<file path="src/rtl/board_pkg.sv">
// Board-wide constants shared by the button/LED blocks, plus the debounce event
// encoding and counter sizing helper.
package board_pkg;

  localparam int unsigned CLK_HZ                  = 100_000_000;
  localparam int unsigned DEBOUNCE_MS_DEFAULT     = 10;
  localparam int unsigned DEBOUNCE_CYCLES_DEFAULT = (CLK_HZ / 1000) * DEBOUNCE_MS_DEFAULT;

  typedef enum logic [1:0] {
    EV_NONE    = 2'b00,
    EV_PRESS   = 2'b01,
    EV_RELEASE = 2'b10
  } edge_ev_t;

  // $clog2(cycles) bits always hold cycles-1; keep at least one bit.
  function automatic int unsigned cnt_width(input int unsigned cycles);
    return (cycles > 2) ? $clog2(cycles) : 1;
  endfunction

endpackage

</file>
<file path="src/rtl/debounce_channel.sv">
// One button channel: two-flop synchroniser, saturating agreement counter and
// registered press/release strobes.
module debounce_channel
  import board_pkg::*;
#(
  parameter int unsigned DEBOUNCE_CYCLES = DEBOUNCE_CYCLES_DEFAULT,
  parameter bit          ACTIVE_LOW      = 1'b1
) (
  input  logic clk,
  input  logic rst,
  input  logic raw,
  output logic level,
  output logic rise,
  output logic fall
);

  localparam int unsigned   CW       = cnt_width(DEBOUNCE_CYCLES);
  localparam logic [CW-1:0] CNT_LAST = CW'(DEBOUNCE_CYCLES - 1);

  logic          r_sync1;
  logic          r_sync2;
  logic          r_stable;
  logic [CW-1:0] r_cnt;
  edge_ev_t      r_ev;

  logic w_cur;
  logic w_differ;
  logic w_accept;

  assign w_cur    = r_sync2 ^ ACTIVE_LOW;
  assign w_differ = (w_cur != r_stable);
  assign w_accept = w_differ && (r_cnt == CNT_LAST);

  // Synchroniser resets to the released pin level so reset never looks like a press.
  always_ff @(posedge clk or negedge rst) begin
    if (!rst) begin
      r_sync1 <= ACTIVE_LOW;
      r_sync2 <= ACTIVE_LOW;
    end else begin
      r_sync1 <= raw;
      r_sync2 <= r_sync1;
    end
  end

  always_ff @(posedge clk or negedge rst) begin
    if (!rst) begin
      r_stable <= 1'b0;
      r_cnt    <= '0;
      r_ev     <= EV_NONE;
    end else begin
      r_ev <= EV_NONE;
      if (!w_differ) begin
        r_cnt <= '0;
      end else if (w_accept) begin
        r_stable <= w_cur;
        r_cnt    <= '0;
        r_ev     <= w_cur ? EV_PRESS : EV_RELEASE;
      end else begin
        r_cnt <= r_cnt + CW'(1);
      end
    end
  end

  assign level = r_stable;
  assign rise  = (r_ev == EV_PRESS);
  assign fall  = (r_ev == EV_RELEASE);

endmodule

</file>
<file path="src/rtl/button_debounce.sv">
// Debounces N raw push-button pins into clean held levels and one-cycle
// press/release strobes; channels are fully independent.
module button_debounce
  import board_pkg::*;
#(
  parameter int unsigned N_BUTTONS       = 2,
  parameter int unsigned DEBOUNCE_CYCLES = DEBOUNCE_CYCLES_DEFAULT,
  parameter bit          ACTIVE_LOW      = 1'b1
) (
  input  logic                 clk,
  input  logic                 rst,
  input  logic [N_BUTTONS-1:0] buttons,
  output logic [N_BUTTONS-1:0] pressed,
  output logic [N_BUTTONS-1:0] press_pulse,
  output logic [N_BUTTONS-1:0] release_pulse
);

  genvar gi;
  generate
    for (gi = 0; gi < N_BUTTONS; gi++) begin : g_ch
      debounce_channel #(
        .DEBOUNCE_CYCLES(DEBOUNCE_CYCLES),
        .ACTIVE_LOW     (ACTIVE_LOW)
      ) u_ch (
        .clk  (clk),
        .rst  (rst),
        .raw  (buttons[gi]),
        .level(pressed[gi]),
        .rise (press_pulse[gi]),
        .fall (release_pulse[gi])
      );
    end
  endgenerate

endmodule

</file>
<file path="config.mk">
export PLATFORM = sky130hd
export DESIGN_NAME = button_debounce
export DESIGN_NICKNAME = d
export VERILOG_FILES = /design/src/rtl/board_pkg.sv /design/src/rtl/debounce_channel.sv /design/src/rtl/button_debounce.sv
export SDC_FILE = /design/constraint.sdc
export NUM_CORES = 1
export LEC_CHECK = 0
export CAP_MARGIN = 20
export CELL_PAD_IN_SITES_DETAIL_PLACEMENT = 1
export CELL_PAD_IN_SITES_GLOBAL_PLACEMENT = 2
export CORE_UTILIZATION = 37
export CTS_BUF_LIST = sky130_fd_sc_hd__clkbuf_8
export DETAILED_ROUTE_END_ITERATION = 8
export GPL_ROUTABILITY_DRIVEN = 0
export PLACE_DENSITY_LB_ADDON = 0.1
export SLEW_MARGIN = 20
export SYNTH_ARGS = -nofsm -noshare
export SYNTH_HDL_FRONTEND = slang
export SYNTH_SLANG_ARGS = --single-unit
</file>
<file path="constraint.sdc">
create_clock -name clk -period 1.7 [get_ports clk]
set_input_delay 0.34 -clock clk [delete_from_list [all_inputs] [get_ports clk]]
set_output_delay 0.34 -clock clk [all_outputs]
set_load 0.01 [all_outputs]
</file>
# Word-level counts from Yosys, hierarchy flattened
# Index checks and enable logic that the tools add are counted.
# W data, S select, Z words.
# word_totals
out_inout_bits	6
regBits	50
elab_cells	36
inputBits	4
# op_classes
n_bitwise	2
mux	10
addsub	2
eq_ne	8
n_reduce_logical	4
# op_table
operator	n
$mux W20	4
$add A20 B1 Y20 const B	2
$eq A20 B20 Y1 const B	2
$mux W2	6
$eq A2 B1 Y1 const B	2
$eq A2 B2 Y1 const B	2
$reduce_and A2 Y1	2
$logic_and A1 B1 Y1	2
$ne A1 B1 Y1	2
$not A1 Y1	2

# Longest topological paths before layout
# logic_depth
depth_word	5
ltp_mapped	6

# Modules after synthesis
# From an unflattened synthesis, not the netlist that was laid out.
# hier_totals
cells_unflattened	238
area_unflattened_um2	2377.3
# by_module_without_submodules
module	cells_each	seq_area_each_um2	area_each_um2	instances
debounce_channel	119	628.1	1188.6	2

# Worst setup path after synthesis
# Ideal clock, no wire load.
# synth_timing
path_type	reg-to-reg
start	reg g_ch[1].u_ch.r_cnt[11]
end	reg g_ch[1].u_ch.r_cnt[10]
setup_time_ns	0.121
setup_slack_ns	-0.027
required_time_ns	1.579
stages_incl_launch_ff	7
period_less_slack_ns	1.727
arrival_time_ns	1.606
cell_sequence	dfrtp_1 clkbuf_4 nor4b_1 nand4_1 o21ai_2 buf_2 nor2_1
# synth_via
elab_chain_len	4
# synth_rtl
item	line	text
start: declaration	debounce_channel.sv:23	logic [CW-1:0] r_cnt;
start signal: assignment	debounce_channel.sv:59	r_cnt <= r_cnt + CW'(1);
$eq A20 B20 Y1	debounce_channel.sv:32	assign w_accept = w_differ && (r_cnt == CNT_LAST);
$logic_and A1 B1 Y1	debounce_channel.sv:32	
$mux W20	debounce_channel.sv:54	end else if (w_accept) begin
$mux W20	debounce_channel.sv:52	if (!w_differ) begin
# Every way passes these cells.
# A chain may end at the register's enable or synchronous reset.

# Worst setup path after layout
# layout_timing
start	reg g_ch[1].u_ch.r_cnt[9]
end	reg g_ch[1].u_ch.r_cnt[18]
# layout_via
elab_chain_len	4
# layout_rtl
item	line
parallel branches: the longest is 2 deep, another holds $add A20 B1 Y20	-
$mux W20 (*)	debounce_channel.sv:54
$mux W20 (*)	debounce_channel.sv:52
# Mark *: on every way between the ends.

==> results.txt <==
- Floorplan Core Area: approximately 6300 um^2
- The first global-routing pass estimated between 9000 and 10,000 um of wire.
- The area growth from synthesis to layout is 25.6%.
* Status: complete, no violations
- Class of the worst hold path: reg -> reg
- For this run, asynchronously set or reset flops after synthesis account for 1.00.
- Number of nets with antenna violations after detailed routing: 0
* Number of CTS-inserted buffers: 5
* Mapped cell area: ~2400 um^2
* Remaining global-route overflow: 0
* First drt pass iteration count: 4
- Layout cells sized above 1: 0.255
- Unique masters post-synth: 37
- Capture instance of the worst register-to-register path: g_ch[1].u_ch.r_cnt[18]
- Row count: 29
* Overall die width: ~83 um
* Largest net degree at the start of global routing: 22
- Top-Level Pins: 10
- Capturing element of the worst setup path: g_ch[1].u_ch.r_cnt[18]
- Per-cell routed wire length: 15.6 um
- TritonCTS built the clock tree.
- Of the post-synthesis cell area, the dominant cell type holds 0.471.
- Maximum resistive drop on vdd: ~0.43 mV
* Height of the die: 83.3 um
- Setup repair after global routing could not meet its margin everywhere.
* Final cycle utilization of the critical path: 0.976
- After the last flow step, the layout net total stands at approximately 300.
* Drt initial violations: 52
- P_leak: roughly 0.0013 uW
- By count the netlist is led by sky130_fd_sc_hd__dfrtp_1 (46), sky130_fd_sc_hd__nor2_1 (35), sky130_fd_sc_hd__nand2_1 (17), sky130_fd_sc_hd__xnor2_1 (17), sky130_fd_sc_hd__nand3_1 (13).
* Flop and latch count out of synthesis: 50
- Setup TNS: 0 ns
- Number of antenna violations at the first check in global routing: 0
- Sequential fraction of the synthesis area: 0.514
- Startpoint Class: flip-flop
* Top-count cell post-synth: sky130_fd_sc_hd__dfrtp_1
* Peak fanout along the critical path: 4
* H-tree depth: 2
- 0 antenna diodes ended up in the layout.
* Relative slew margins: 0.742
- Via count normalized by instance count: between 5 and 6
- The startpoint identified for the worst register-to-register timing path is g_ch[1].u_ch.r_cnt[9].
* Setup Skew: approximately 0.011 ns
- Detailed placement ended at an HPWL of approximately 4200 um.
- Buffer levels on the longest clock path: 2
* Slew Limit Fails: 0
- In this run the clock root is driven by a sky130_fd_sc_hd__clkbuf_8.
* Residual DRC count: 0
- Global-route usage over all layers: 0.179
- Total of fill cells in the finished design: a little over 700
- The final count of hold timing violations is 0.
- Endpoint required time on the critical path: roughly 2.0 ns
- After layout, the minimum clock period comes to ~1.7 ns.
- Max Freq: ~0.60 GHz
- Synthesis produced a netlist whose cell count is roughly 240.
- EDFF count, synth: 0
- Power spread over the standard cell area amounts to 672 nW/um^2.
- Total of max-cap violations: 0
- Measured in cells, the most critical reg-to-reg path has a length of 4.
- At the worst endpoint, the arrival time is approximately 1.9 ns.
- The critical path is of the reg -> reg type.
- For this configuration, the core starts out at a cell density of 0.385.
* Overall routed net length: between 5000 and 6000 um
- By area the synthesized netlist is led by sky130_fd_sc_hd__dfrtp_1 (47%), sky130_fd_sc_hd__xnor2_1 (6.1%), sky130_fd_sc_hd__nor2_1 (5.4%).
- The die covers ~7000 um^2.
- During placement, the flow inserted port buffers numbering 9.
- For flop-to-flop paths, the worst setup slack is a little over 0.04 ns.
- Crit. End Element: flip-flop
* Detailed-route via count: around 1,900
- The number of nets in the synthesized netlist is 249.
- Setup violations remaining at the end of the flow were counted as 0.
- Startpoint of the worst hold path: g_ch[1].u_ch.r_sync1
- The most critical setup path has its startpoint at g_ch[1].u_ch.r_cnt[9].
- Final-layout worst hold slack: between 0.3 and 0.4 ns
- Synth Warn #: 0
* Yosys top cell by area: sky130_fd_sc_hd__dfrtp_1
- Total clock sinks: 50
- For the worst-skew pair, the clock arrives at the later sink with an insertion delay of slightly above 0.3 ns.
- For this run, the leading register cell type out of synthesis is sky130_fd_sc_hd__dfrtp_1.
- Mean Syn Cell Area: between 10 and 15 um^2
* Via count of the first global-routing pass: slightly below 2,000
- Clock input transition at the sequential cells of the worst setup and hold paths: approximately 0.10 ns
* Transition time of the tightest slew-check pin: ~0.38 ns
[how the worst min path moves through the flow]
| stage | end | slack (ns) | cells after the start |
|---|---|---|---|
| after floorplan | g_ch[0].u_ch.level | 0.04 | 0 |
| after global placement | g_ch[0].u_ch.r_cnt[0] | 0.23 | 1 |
| after detailed placement | g_ch[0].u_ch.r_cnt[2] | 0.24 | 1 |
| after CTS | g_ch[1].u_ch.r_sync2 | 0.37 | 0 |
| after global routing | g_ch[1].u_ch.r_sync2 | 0.37 | 0 |
| final | g_ch[1].u_ch.r_sync2 | 0.36 | 0 |
[cell families (layout without fill, tap and decap cells)]
| kind of cell | after synthesis | count (layout) | share of synthesized area |
|---|---|---|---|
| buffers and inverters | 16 | 63 | 0.0358 |
| adders and majority gates | 2 | 2 | 0.0102 |
| DFF | 50 | 50 | 0.514 |
| and+or+nand+nor | 122 | 122 | 0.278 |
| xor gates and xnor gates | 28 | 28 | 0.100 |
| AOI/OAI and AO/OA | 24 | 24 | 0.0578 |
| muxes | 1 | 1 | 0.00409 |
[area by class of cell]
type                            count  area (um^2)  area share
Tap cell                           77         96.3      0.0314
Multi-Input combinational cell    177         1170       0.382
Timing Repair Buffer               51          434       0.141
Clock buffer                        6         82.6      0.0269
Inverter                            4         15.0     0.00489
Clock inverter                      2         12.5     0.00407
Sequential cell                    50         1260       0.409
[registers in the layout (all words and copies together), names as in the netlist]
name,flops
g_ch.u_ch.r_sync1,2
g_ch.u_ch.r_cnt,40
g_ch.u_ch.r_sync2,2
g_ch.u_ch.r_ev,4
g_ch.u_ch.level,2
[stage by stage]
stage	cell area (um^2)	worst slack [ns]	power, uW	std cells	utilization
finish	3070	0.0402	2060	367	0.484
global route	3070	-0.0417	2140	367	0.484
CTS	2940	0.00938	2100	359	0.464
detailed placement	2840	0.0413	1340	350	0.447
global placement	2840	0.0604	1340	350	0.447
floorplan	2460	0.0111	1270	243	-
[layout by cell type, fill, tap and decap left out, types with 5 or more instances in the layout]
| master | synthesis | layout |
|---|---|---|
| sky130_fd_sc_hd__dfrtp_1 | 46 | 45 |
| sky130_fd_sc_hd__xor2_1 | 11 | 11 |
| sky130_fd_sc_hd__buf_4 | 6 | 38 |
| sky130_fd_sc_hd__nor4_1 | 6 | 6 |
| sky130_fd_sc_hd__xnor2_1 | 17 | 17 |
| sky130_fd_sc_hd__nand2_1 | 17 | 17 |
| sky130_fd_sc_hd__nand3_1 | 13 | 12 |
| sky130_fd_sc_hd__nor2_1 | 35 | 35 |
| sky130_fd_sc_hd__nor3_1 | 7 | 7 |
| sky130_fd_sc_hd__clkbuf_8 | 0 | 6 |
| sky130_fd_sc_hd__a21oi_1 | 10 | 8 |
| sky130_fd_sc_hd__and3_1 | 6 | 5 |
| sky130_fd_sc_hd__nand4_1 | 8 | 8 |
| sky130_fd_sc_hd__o21ai_0 | 7 | 6 |
[per-layer routing]
metal	track usage	share of wire	wire (um)
met3	0.0358	0.023	130
met1	0.264	0.52	2970
met2	0.263	0.45	2550
met5	0	0	0
met4	0.0517	0.012	70
[timing repair]
action | in CTS | in global routing
hold buffers | 1 | 0
resized for setup | 2 | 18
setup endpoints to repair | 2 | 41
endpoints found under the hold margin | 6 | 0
buffers inserted | 0 | 8
pin swaps | 0 | 6
[where the power goes]
part,total (uW),internal (uW),switching [uW]
sequential,1220,1210,14.3
clock,740,328,412
combinational,102,44.0,58.1
total,2060,1580,484
[critical path: stages, from the launching register on]
cell	delay, ns
sky130_fd_sc_hd__dfrtp_1	0.45
sky130_fd_sc_hd__nand4_4	0.12
sky130_fd_sc_hd__or4_4	0.57
sky130_fd_sc_hd__or3_4	0.34
sky130_fd_sc_hd__a21oi_2	0.13
(Power assumes the default switching activity.)
